$ cat config.mk
export PLATFORM = sky130hd
export DESIGN_NAME = mem_arbiter
export DESIGN_NICKNAME = d
export VERILOG_FILES = /design/src/rtl/mem_pkg.sv /design/src/rtl/mem_arb_pick.sv /design/src/rtl/mem_arbiter.sv
export SDC_FILE = /design/constraint.sdc
export NUM_CORES = 1
export LEC_CHECK = 0
export BUFFER_PORTS_ARGS = -buffer_cell sky130_fd_sc_hd__buf_2
export CORE_AREA = 2 2 108 110
export CTS_CLUSTER_SIZE = 12
export DETAILED_ROUTE_END_ITERATION = 6
export DIE_AREA = 0 0 110 112
export MAX_ROUTING_LAYER = met4
export PLACE_DENSITY_LB_ADDON = 0.2
export SLEW_MARGIN = 20
export SYNTH_ARGS = -nofsm -noshare
export SYNTH_HDL_FRONTEND = slang
export SYNTH_SLANG_ARGS = --single-unit
$ cat constraint.sdc
create_clock -name clk -period 3.1 [get_ports clk]
set_input_delay 0.62 -clock clk [delete_from_list [all_inputs] [get_ports clk]]
set_output_delay 0.62 -clock clk [all_outputs]
set_load 0.02 [all_outputs]
$ cat src/rtl/mem_pkg.sv
// Shared types and constants for the instruction/data memory arbiter.
package mem_pkg;

    localparam int XLEN = 32;
    localparam int BE_W = 4;
    localparam int unsigned MEM_SIZE = 1024;

    typedef enum logic [1:0] {
        RESP_NONE,
        RESP_IF,
        RESP_D
    } resp_owner_t;

endpackage

$ cat src/rtl/mem_arb_pick.sv
// Combinational grant selection: data first, fetch wins once starved.
module mem_arb_pick
    import mem_pkg::*;
#(
    parameter int STARVE_LIMIT = 4
) (
    input  logic        if_req,
    input  logic        d_req,
    input  logic [3:0]  streak,
    output logic        if_gnt,
    output logic        d_gnt,
    output resp_owner_t owner
);

    logic starve;

    assign starve = if_req && (streak == 4'(STARVE_LIMIT));
    assign if_gnt = if_req && (!d_req || starve);
    assign d_gnt  = d_req && !if_gnt;

    always_comb begin
        owner = RESP_NONE;
        unique case (1'b1)
            if_gnt:  owner = RESP_IF;
            d_gnt:   owner = RESP_D;
            default: owner = RESP_NONE;
        endcase
    end

endmodule

$ cat src/rtl/mem_arbiter.sv
// Fetch/data arbiter in front of a single-port synchronous memory.
module mem_arbiter
    import mem_pkg::*;
#(
    parameter int unsigned MEM_SIZE     = mem_pkg::MEM_SIZE,
    parameter int          STARVE_LIMIT = 4
) (
    input  logic            clk,
    input  logic            rst_n,
    input  logic            if_req,
    input  logic [XLEN-1:0] if_addr,
    output logic            if_gnt,
    output logic            if_rvalid,
    output logic [XLEN-1:0] if_rdata,
    output logic            if_err,
    input  logic            d_req,
    input  logic            d_we,
    input  logic [BE_W-1:0] d_be,
    input  logic [XLEN-1:0] d_addr,
    input  logic [XLEN-1:0] d_wdata,
    output logic            d_gnt,
    output logic            d_rvalid,
    output logic [XLEN-1:0] d_rdata,
    output logic            d_err,
    output logic            mem_en,
    output logic [BE_W-1:0] mem_we,
    output logic [XLEN-1:0] mem_addr,
    output logic [XLEN-1:0] mem_wdata,
    input  logic [XLEN-1:0] mem_rdata
);

    logic            if_live;
    logic            d_live;
    logic [3:0]      streak;
    resp_owner_t     owner;
    resp_owner_t     resp;
    logic            err_q;
    logic            st_q;
    logic            any_gnt;
    logic            store;
    logic            legal;
    logic [XLEN-1:0] addr;

    // Requests are masked while reset is held so every output reads 0.
    assign if_live = if_req && rst_n;
    assign d_live  = d_req && rst_n;

    mem_arb_pick #(
        .STARVE_LIMIT(STARVE_LIMIT)
    ) u_pick (
        .if_req (if_live),
        .d_req  (d_live),
        .streak (streak),
        .if_gnt (if_gnt),
        .d_gnt  (d_gnt),
        .owner  (owner)
    );

    assign any_gnt = if_gnt || d_gnt;
    assign store   = d_gnt && d_we;
    assign addr    = if_gnt ? if_addr : d_addr;
    assign legal   = (addr < XLEN'(MEM_SIZE)) && (addr[1:0] == 2'b00);

    assign mem_en    = any_gnt && legal;
    assign mem_addr  = mem_en ? addr : '0;
    assign mem_we    = (mem_en && store) ? d_be : '0;
    assign mem_wdata = (mem_en && store) ? d_wdata : '0;

    always_ff @(posedge clk or negedge rst_n) begin
        if (!rst_n) begin
            streak <= '0;
            resp   <= RESP_NONE;
            err_q  <= 1'b0;
            st_q   <= 1'b0;
        end else begin
            if (!if_live || if_gnt) begin
                streak <= '0;
            end else if (d_gnt) begin
                streak <= streak + 4'd1;
            end
            resp  <= owner;
            err_q <= any_gnt && !legal;
            st_q  <= store;
        end
    end

    assign if_rvalid = (resp == RESP_IF);
    assign if_err    = if_rvalid && err_q;
    assign if_rdata  = (if_rvalid && !err_q) ? mem_rdata : '0;

    assign d_rvalid = (resp == RESP_D);
    assign d_err    = d_rvalid && err_q;
    assign d_rdata  = (d_rvalid && !err_q && !st_q) ? mem_rdata : '0;

endmodule

==> run summary, run 1 <==
Path class of the lowest-slack min-delay path: input pin to async pin. The initial utilization of the core area, before any placement, comes to 16.3%. The required time of the critical path is 2.48 ns. The tools report the first-pass detailed-route iteration total as 4. The finished cells cover 3180 um2. Between clock sinks in the finished design, the worst skew comes to 0.000692 ns. In this run the power density over the cells is 181 nW/um2. Die boundary width: 110 um.

The run finished with clean final reports. Number of enable flip-flop cells after synthesis: 0. Kind of start point of the critical path: an input pin. The tools report the destination of the worst register-to-register timing path as err_q. Measured in cells, the most critical reg-to-reg path has a length of 8. Routability-driven placement finished with a final weighted congestion of 0.828.

The power after layout came out at 576 uW. The endpoint kind of the worst setup timing path is an output port. The capturing instance or port of the critical path is mem_we[3]. 276 I/O pins were placed. In the routed design, unresolved DRC markers number 0. The count of buffers from port buffering was 251.

Final cell utilization of the core: 28.5%. Before CTS, the worst setup slack after placement is 0.218 ns. In this run the cell area measured after placement is 3110 um2.

The share of synthesized registers carrying an async set or reset works out to 100%. The count of state elements after synthesis works out to 8. Dividing the final minimum period by the clock period gives 93.3%. The critical path startpoint is d_addr[26].

The library cells used most frequently in the layout, excluding fill and tap cells, are sky130_fd_sc_hd__buf_2 (251), sky130_fd_sc_hd__and2_1 (66), sky130_fd_sc_hd__nand2_1 (37). The number of hold violations in the final report is 0, and the cell count after synthesis is 263. The max-slew violation count came out at 0.

Count of vias placed by the detailed router: 2,631. The routed via count divided by cell count came out at 4.07. Total clock sinks: 8. After synthesis, the cell types taking the most area are sky130_fd_sc_hd__and2_1 (23%), sky130_fd_sc_hd__dfrtp_1 (11%), sky130_fd_sc_hd__buf_4 (9.9%). The maximum number of pins on one net before global-route repair came out at 39.

Of the cells placed in the final design, the portion with a size suffix greater than 1 is 58.3%. The startpoint of the lowest-slack register-to-register path is streak[0]. The tools report the sum of routed wire length over all layers as 8530 um. The remaining antenna violation count came out at 0. Setup repair after global routing left no endpoint under its margin.

The run gives 0.23 ns as the clock latency on the worst-skew pair. For the worst reg-to-reg setup slack, the log shows 1.08 ns. The logs give 2 for the largest buffer count on any clock path and 0 for the count of max-cap constraint violations. For the HPWL reported at the end of detailed placement, the log shows 7350 um. The most used flip-flop cell after synthesis is sky130_fd_sc_hd__dfrtp_1. Buffers added to address setup during post-CTS repair amount to 0. The mapped cell area is 1820 um2, and the maximum clock frequency is 346 MHz.

The row count is 39, and the clock slew seen by the registers of the worst setup and hold paths is 0.04 ns. TritonCTS built the clock tree. The class of the most critical setup path was input pin to output port. The number of clock buffers added by TritonCTS is 3.

Summed over its instances, the top area cell type makes up 22.7% of the synthesized netlist area. The run gives 0 as the cts-stage hold buffer count. The die covers 12,300 um2.

Cell taking the most area after synthesis: sky130_fd_sc_hd__and2_1. After clock tree synthesis, the repair step resized 0 gates. Measured against its own limit, the worst slew margin works out to 65.4%. In the final design database the tool counted 645 nets. The number of antenna diodes in the final layout is 0. The highest fanout seen on the critical path works out to 38. The die is 112 um tall.

The growth of design area from synthesis to finish works out to 74.9%. The tools report the via count of the first global-routing pass as 2,344. For this run, the register share of the synthesized area comes to 11.0%.

For the pin with the worst max-slew slack, the measured transition is 0.519 ns. For this run the aggregate overflow at the end of global routing stands at 0. After layout, the minimum clock period comes to 2.89 ns. The netlist uses 32 different library cells. The tools report the worst endpoint data arrival time as 2.27 ns. The tree is rooted in a sky130_fd_sc_hd__clkbuf_16. For this run, the number of Yosys warnings is 0.

In this run the static leakage power is 0.00185 uW. The average instance area after synthesis is 6.92 um2. The first global-routing pass estimated 12,000 um of wire. In this run the standard cell core region covers 11,200 um2. Across all setup checks in the final design, the least slack found is 0.208 ns.

The total number of H-tree levels came out at 1. The total routing resource utilization after global routing was 12.8%. After routing, the total negative slack on setup checks comes to 0 ns.

The wire length per cell after detailed routing was 13.2 um. After the first detailed-routing iteration, the DRC count stood at 122. The initial antenna violation count was 0; the worst voltage drop across the vdd grid was 0.000144 V. The library cell used most frequently in the layout, excluding fill and tap cells, is sky130_fd_sc_hd__buf_2.

Setup violations remaining at the end of the flow were counted as 0.
==> synthesized netlist by cell type, types with 2 or more instances <==
| cell | count |
|---|---|
| sky130_fd_sc_hd__nand4_1 | 16 |
| sky130_fd_sc_hd__dfrtp_1 | 8 |
| sky130_fd_sc_hd__inv_1 | 5 |
| sky130_fd_sc_hd__buf_12 | 2 |
| sky130_fd_sc_hd__ha_1 | 2 |
| sky130_fd_sc_hd__buf_6 | 4 |
| sky130_fd_sc_hd__nand3_1 | 2 |
| sky130_fd_sc_hd__nand3_2 | 2 |
| sky130_fd_sc_hd__nor2_1 | 4 |
| sky130_fd_sc_hd__nand2_1 | 37 |
| sky130_fd_sc_hd__nor2_8 | 2 |
| sky130_fd_sc_hd__nor4_1 | 8 |
| sky130_fd_sc_hd__buf_2 | 3 |
| sky130_fd_sc_hd__or4_4 | 4 |
| sky130_fd_sc_hd__and4_1 | 2 |
| sky130_fd_sc_hd__a21oi_1 | 25 |
| sky130_fd_sc_hd__clkbuf_1 | 13 |
| sky130_fd_sc_hd__a21oi_2 | 20 |
| sky130_fd_sc_hd__buf_4 | 24 |
| sky130_fd_sc_hd__nor2b_1 | 3 |
| sky130_fd_sc_hd__and2_1 | 66 |
==> worst min path at each step <==
| stage | endpoint | cells after the start | startpoint |
|---|---|---|---|
| after global placement | streak[0] | 1 | streak[0] |
| after global routing | streak[3] | 1 | rst_n |
| after CTS | resp[0] | 1 | rst_n |
| final | streak[1] | 1 | rst_n |
| after detailed placement | streak[0] | 1 | streak[0] |
| after floorplan | err_q | 0 | rst_n |
==> stage by stage <==
| step | hold WS (ns) | instances |
|---|---|---|
| 4_1_cts | 0.254 | 647 |
| 5_1_grt | 0.269 | 647 |
| 3_5_place_dp | 0.493 | 644 |
| 6_report | 0.252 | 647 |
| 2_1_floorplan | 0.324 | 286 |
| 3_3_place_gp | 0.484 | 644 |
==> cell type report <==
type | count | area [um2]
timing repair buffer | 262 | 1350
tap | 143 | 179
clock buffer | 3 | 75.1
sequential | 8 | 200
inverter | 5 | 18.8
fill | 1255 | 7990
multi-input combinational | 226 | 1360
==> cell families (layout without fill, tap and decap cells) <==
group / Yosys count / in the layout / share of synthesized area [%]
compound gates: 48 / 48 / 17.8
xor+xnor: 2 / 2 / 0.962
simple gates: 150 / 150 / 49.3
flops: 8 / 8 / 11.0
other cells: 1 / 24 / 0.206
fa+ha+maj: 2 / 2 / 1.37
buf+inv: 52 / 270 / 19.3
==> sequential cells by signal (all words and copies together), names as in the netlist <==
name and flops:
err_q 1, resp 2, streak 4, st_q 1
==> where the power goes <==
group	switching (uW)	total, uW	internal, uW
combinational	143	249	106
clock	48.3	214	166
sequential	2.86	112	109
total	194	576	381
==> metal layers <==
| metal | vias up | wire length (um) | track usage (%) |
|---|---|---|---|
| met1 | 1146 | 3100 | 13.2 |
| met3 | 4 | 725 | 1.58 |
| met5 | - | 0 | - |
| li1 | 1318 | - | - |
| met2 | 163 | 4670 | 25.8 |
| met4 | 0 | 34 | 1.10 |
==> worst max-delay path, stage by stage <==
cell	delay, ns
sky130_fd_sc_hd__buf_2	0.10
sky130_fd_sc_hd__or4_4	0.56
sky130_fd_sc_hd__nor2_8	0.19
sky130_fd_sc_hd__nand3_2	0.08
sky130_fd_sc_hd__buf_4	0.30
sky130_fd_sc_hd__a21oi_1	0.22
sky130_fd_sc_hd__buf_2	0.19
Power figures use the tool's default switching activity.
==> run 2, diff against run 1 <==
- clock period: 3.1 -> 2.7 ns (I/O delays scaled with it)
==> run summary, run 2 (same netlist as run 1, synthesis figures left out) <==
The run finished with clean final reports. The logs give 3210 um2 for the design area and 2,611 for the count of vias placed by the detailed router. The logs give 8 for the total clock sinks and 2 for the largest buffer count on any clock path. Across the run, the number of max-cap violations was 0. In the layout the commonest cells are sky130_fd_sc_hd__buf_2 (251), sky130_fd_sc_hd__and2_1 (66), sky130_fd_sc_hd__nand2_1 (37). The core region is 11,200 um2. Setup violations remaining at the end of the flow were counted as 0.

At the end of routability-driven placement, the weighted congestion stood at 0.823. Among the stages of the critical path, the cell type that occurs most often is sky130_fd_sc_hd__buf_2. The area growth from synthesis to layout is 76.3%. For this design the static power due to leakage is 0.00186 uW.

The die extent in y works out to 112 um. The first global-routing pass estimated 11,700 um of wire. 0 antenna diodes ended up in the layout. At the pin with the least slew margin, the transition time is 0.947 ns. In the final layout, flip-flops and latches occupy 200 um2. Counting the fill cells in the layout gives 1,232. Headroom to the max-slew limit came out at 36.5%. The run gives 0.23 ns as the clock latency on the worst-skew pair. Pin placement for this block handled 276 I/O pins. Clock slew seen by the registers of the worst setup and hold paths: 0.04 ns. STA classifies the critical path endpoint as an output port. The total routing resource utilization after global routing was 12.3%; the die boundary width was 110 um.

The wire length per cell after detailed routing is 12.9 um, and the HPWL reported at the end of detailed placement is 7310 um. Entering global routing, the biggest net connects 39 pins. The required time of the critical path was 2.16 ns. In this run the cell area measured after placement is 3130 um2. The worst voltage drop across the vdd grid was 0.000169 V; the total number of H-tree levels was 1. Count of buffers from port buffering: 251. The multi-input logic area is 1360 um2. Walking the worst path, the cells encountered are buf_2 -> or4_4 -> nor2_8 -> nand3_2 -> buf_12 -> a21oi_1 -> buf_2.

The number of buffers and inverters on the critical path was 3. The met1 capacity usage during global routing was 12.2%. The tools report the remaining antenna violation count as 0. For this design, the CTS-stage hold fixing added 0 buffers. Across the routed clock network, the largest skew measured is 0.00142 ns. The power density normalized to cell area is 206 nW/um2. The flip-flop count of the largest register after layout is 4, and the number of hold violations in the final report is 0.

The largest registers in the layout are streak: 4 flops, resp: 2 flops. Final global-route overflow total: 0. The logs give 138 for the starting DRC count in detailed routing and 3 for the number of clock buffers inserted by TritonCTS. Overall power consumption after layout is estimated at 662 uW.

The routed via count divided by cell count is 4.04. The most crowded layer after global routing was met2. Static timing analysis puts the maximum clock frequency at 382 MHz. The logs give 12,300 um2 for the area enclosed by the die boundary and 0 ns for the setup TNS after final layout. Grouping stages by cell kind, the critical path spends the most delay in simple AND/OR/NAND/NOR gates.

The tools report the initial antenna violation count as 0. The via count of the first global-routing pass was 2,424. Setup repair after global routing left no endpoint under its margin.

Row generation in the floorplan step produced 39 rows. The worst setup path is of the input pin to output port kind. The path class of the lowest-slack min-delay path is input pin to async pin. The largest single stage delay on the critical path is 0.56 ns.

The root cell of the clock tree is sky130_fd_sc_hd__clkbuf_16. The post-route netlist has 58.3% of its cells at a drive strength greater than 1. Counting flops per register, the top entry is streak.

For the first-pass detailed-route iteration total, the log shows 4. The run gives 28.7% as the final cell utilization of the core. In the global route stage, met3 resource usage came out at 1.11%. In the routed design, unresolved DRC markers number 0. The final worst-path cycle share was 97.1%. The worst setup path is launched from an input pin.

TritonCTS built the clock tree. Max-slew violation count: 0. The library cell used most frequently in the layout, excluding fill and tap cells, is sky130_fd_sc_hd__buf_2. The tightest hold path in the finished design has a slack of 0.231 ns.

Once the floorplan was initialized, standard cells occupied 16.3% of the core. In the final design database the tool counted 645 nets. The number of setup buffers added after CTS is 0.

The worst endpoint data arrival time came out at 2.08 ns. The final layout contains routed wiring with a total length of 8340 um. Post-CTS repair changed the size of 0 cells.

Cell at the slowest stage of the critical path: sky130_fd_sc_hd__or4_4. Global routing used 25.1% of the available met2 tracks. Counting I/O delays and the setup requirement, the final critical path takes 2.62 ns.

In this run the worst path has a maximum fanout of 38.
[run 2: power by group]
part           leakage, uW  internal [uW]  switching, uW
registers         0.000107            125           3.24
clock network    0.0000370            190           53.3
logic              0.00172            124            165
[run 2: worst reg2reg max path, cell delays in order (launching register included)]
cell                       delay (ns)
sky130_fd_sc_hd__dfrtp_1         0.40
sky130_fd_sc_hd__inv_1           0.07
sky130_fd_sc_hd__ha_1            0.14
sky130_fd_sc_hd__nand3b_1        0.10
sky130_fd_sc_hd__a21o_1          0.22
sky130_fd_sc_hd__inv_1           0.23
sky130_fd_sc_hd__nand3_2         0.14
sky130_fd_sc_hd__buf_12          0.21
sky130_fd_sc_hd__and3b_1         0.21
[run 2: final cells by class]
| class | instances | area share [%] |
|---|---|---|
| Timing Repair Buffer | 262 | 42.9 |
| Multi-Input combinational cell | 226 | 42.4 |
| Sequential cell | 8 | 6.24 |
| Tap cell | 143 | 5.58 |
| Clock buffer | 3 | 2.34 |
| Inverter | 5 | 0.585 |
[run 2: final timing paths]
check                           startpoint             to  slack (ns)  cells past startpoint
worst max-delay path            d_addr[26]  mem_wdata[31]        0.08                      7
worst min-delay path                 rst_n      streak[0]        0.23                      2
worst max register to register   streak[0]          err_q        0.87                      8
worst min register to register   streak[0]      streak[0]        0.49                      1
max in group asynchronous            rst_n           st_q        2.33                      2
min in group clk                 streak[0]      streak[0]        0.49                      1
[run 2: routing by layer]
metal / wire (um) / vias up
met4: 30 / 0
met5: 0 / -
met2: 4570 / 169
li1: - / 1319
met3: 758 / 4
met1: 2980 / 1119
[run 2: metrics by stage]
stage          worst slack [ns]  instances
2_1_floorplan             0.229        286
3_5_place_dp             0.0826        644
6_report                 0.0791        647
4_1_cts                  0.0771        647
5_1_grt                 0.00376        647
3_3_place_gp              0.102        644
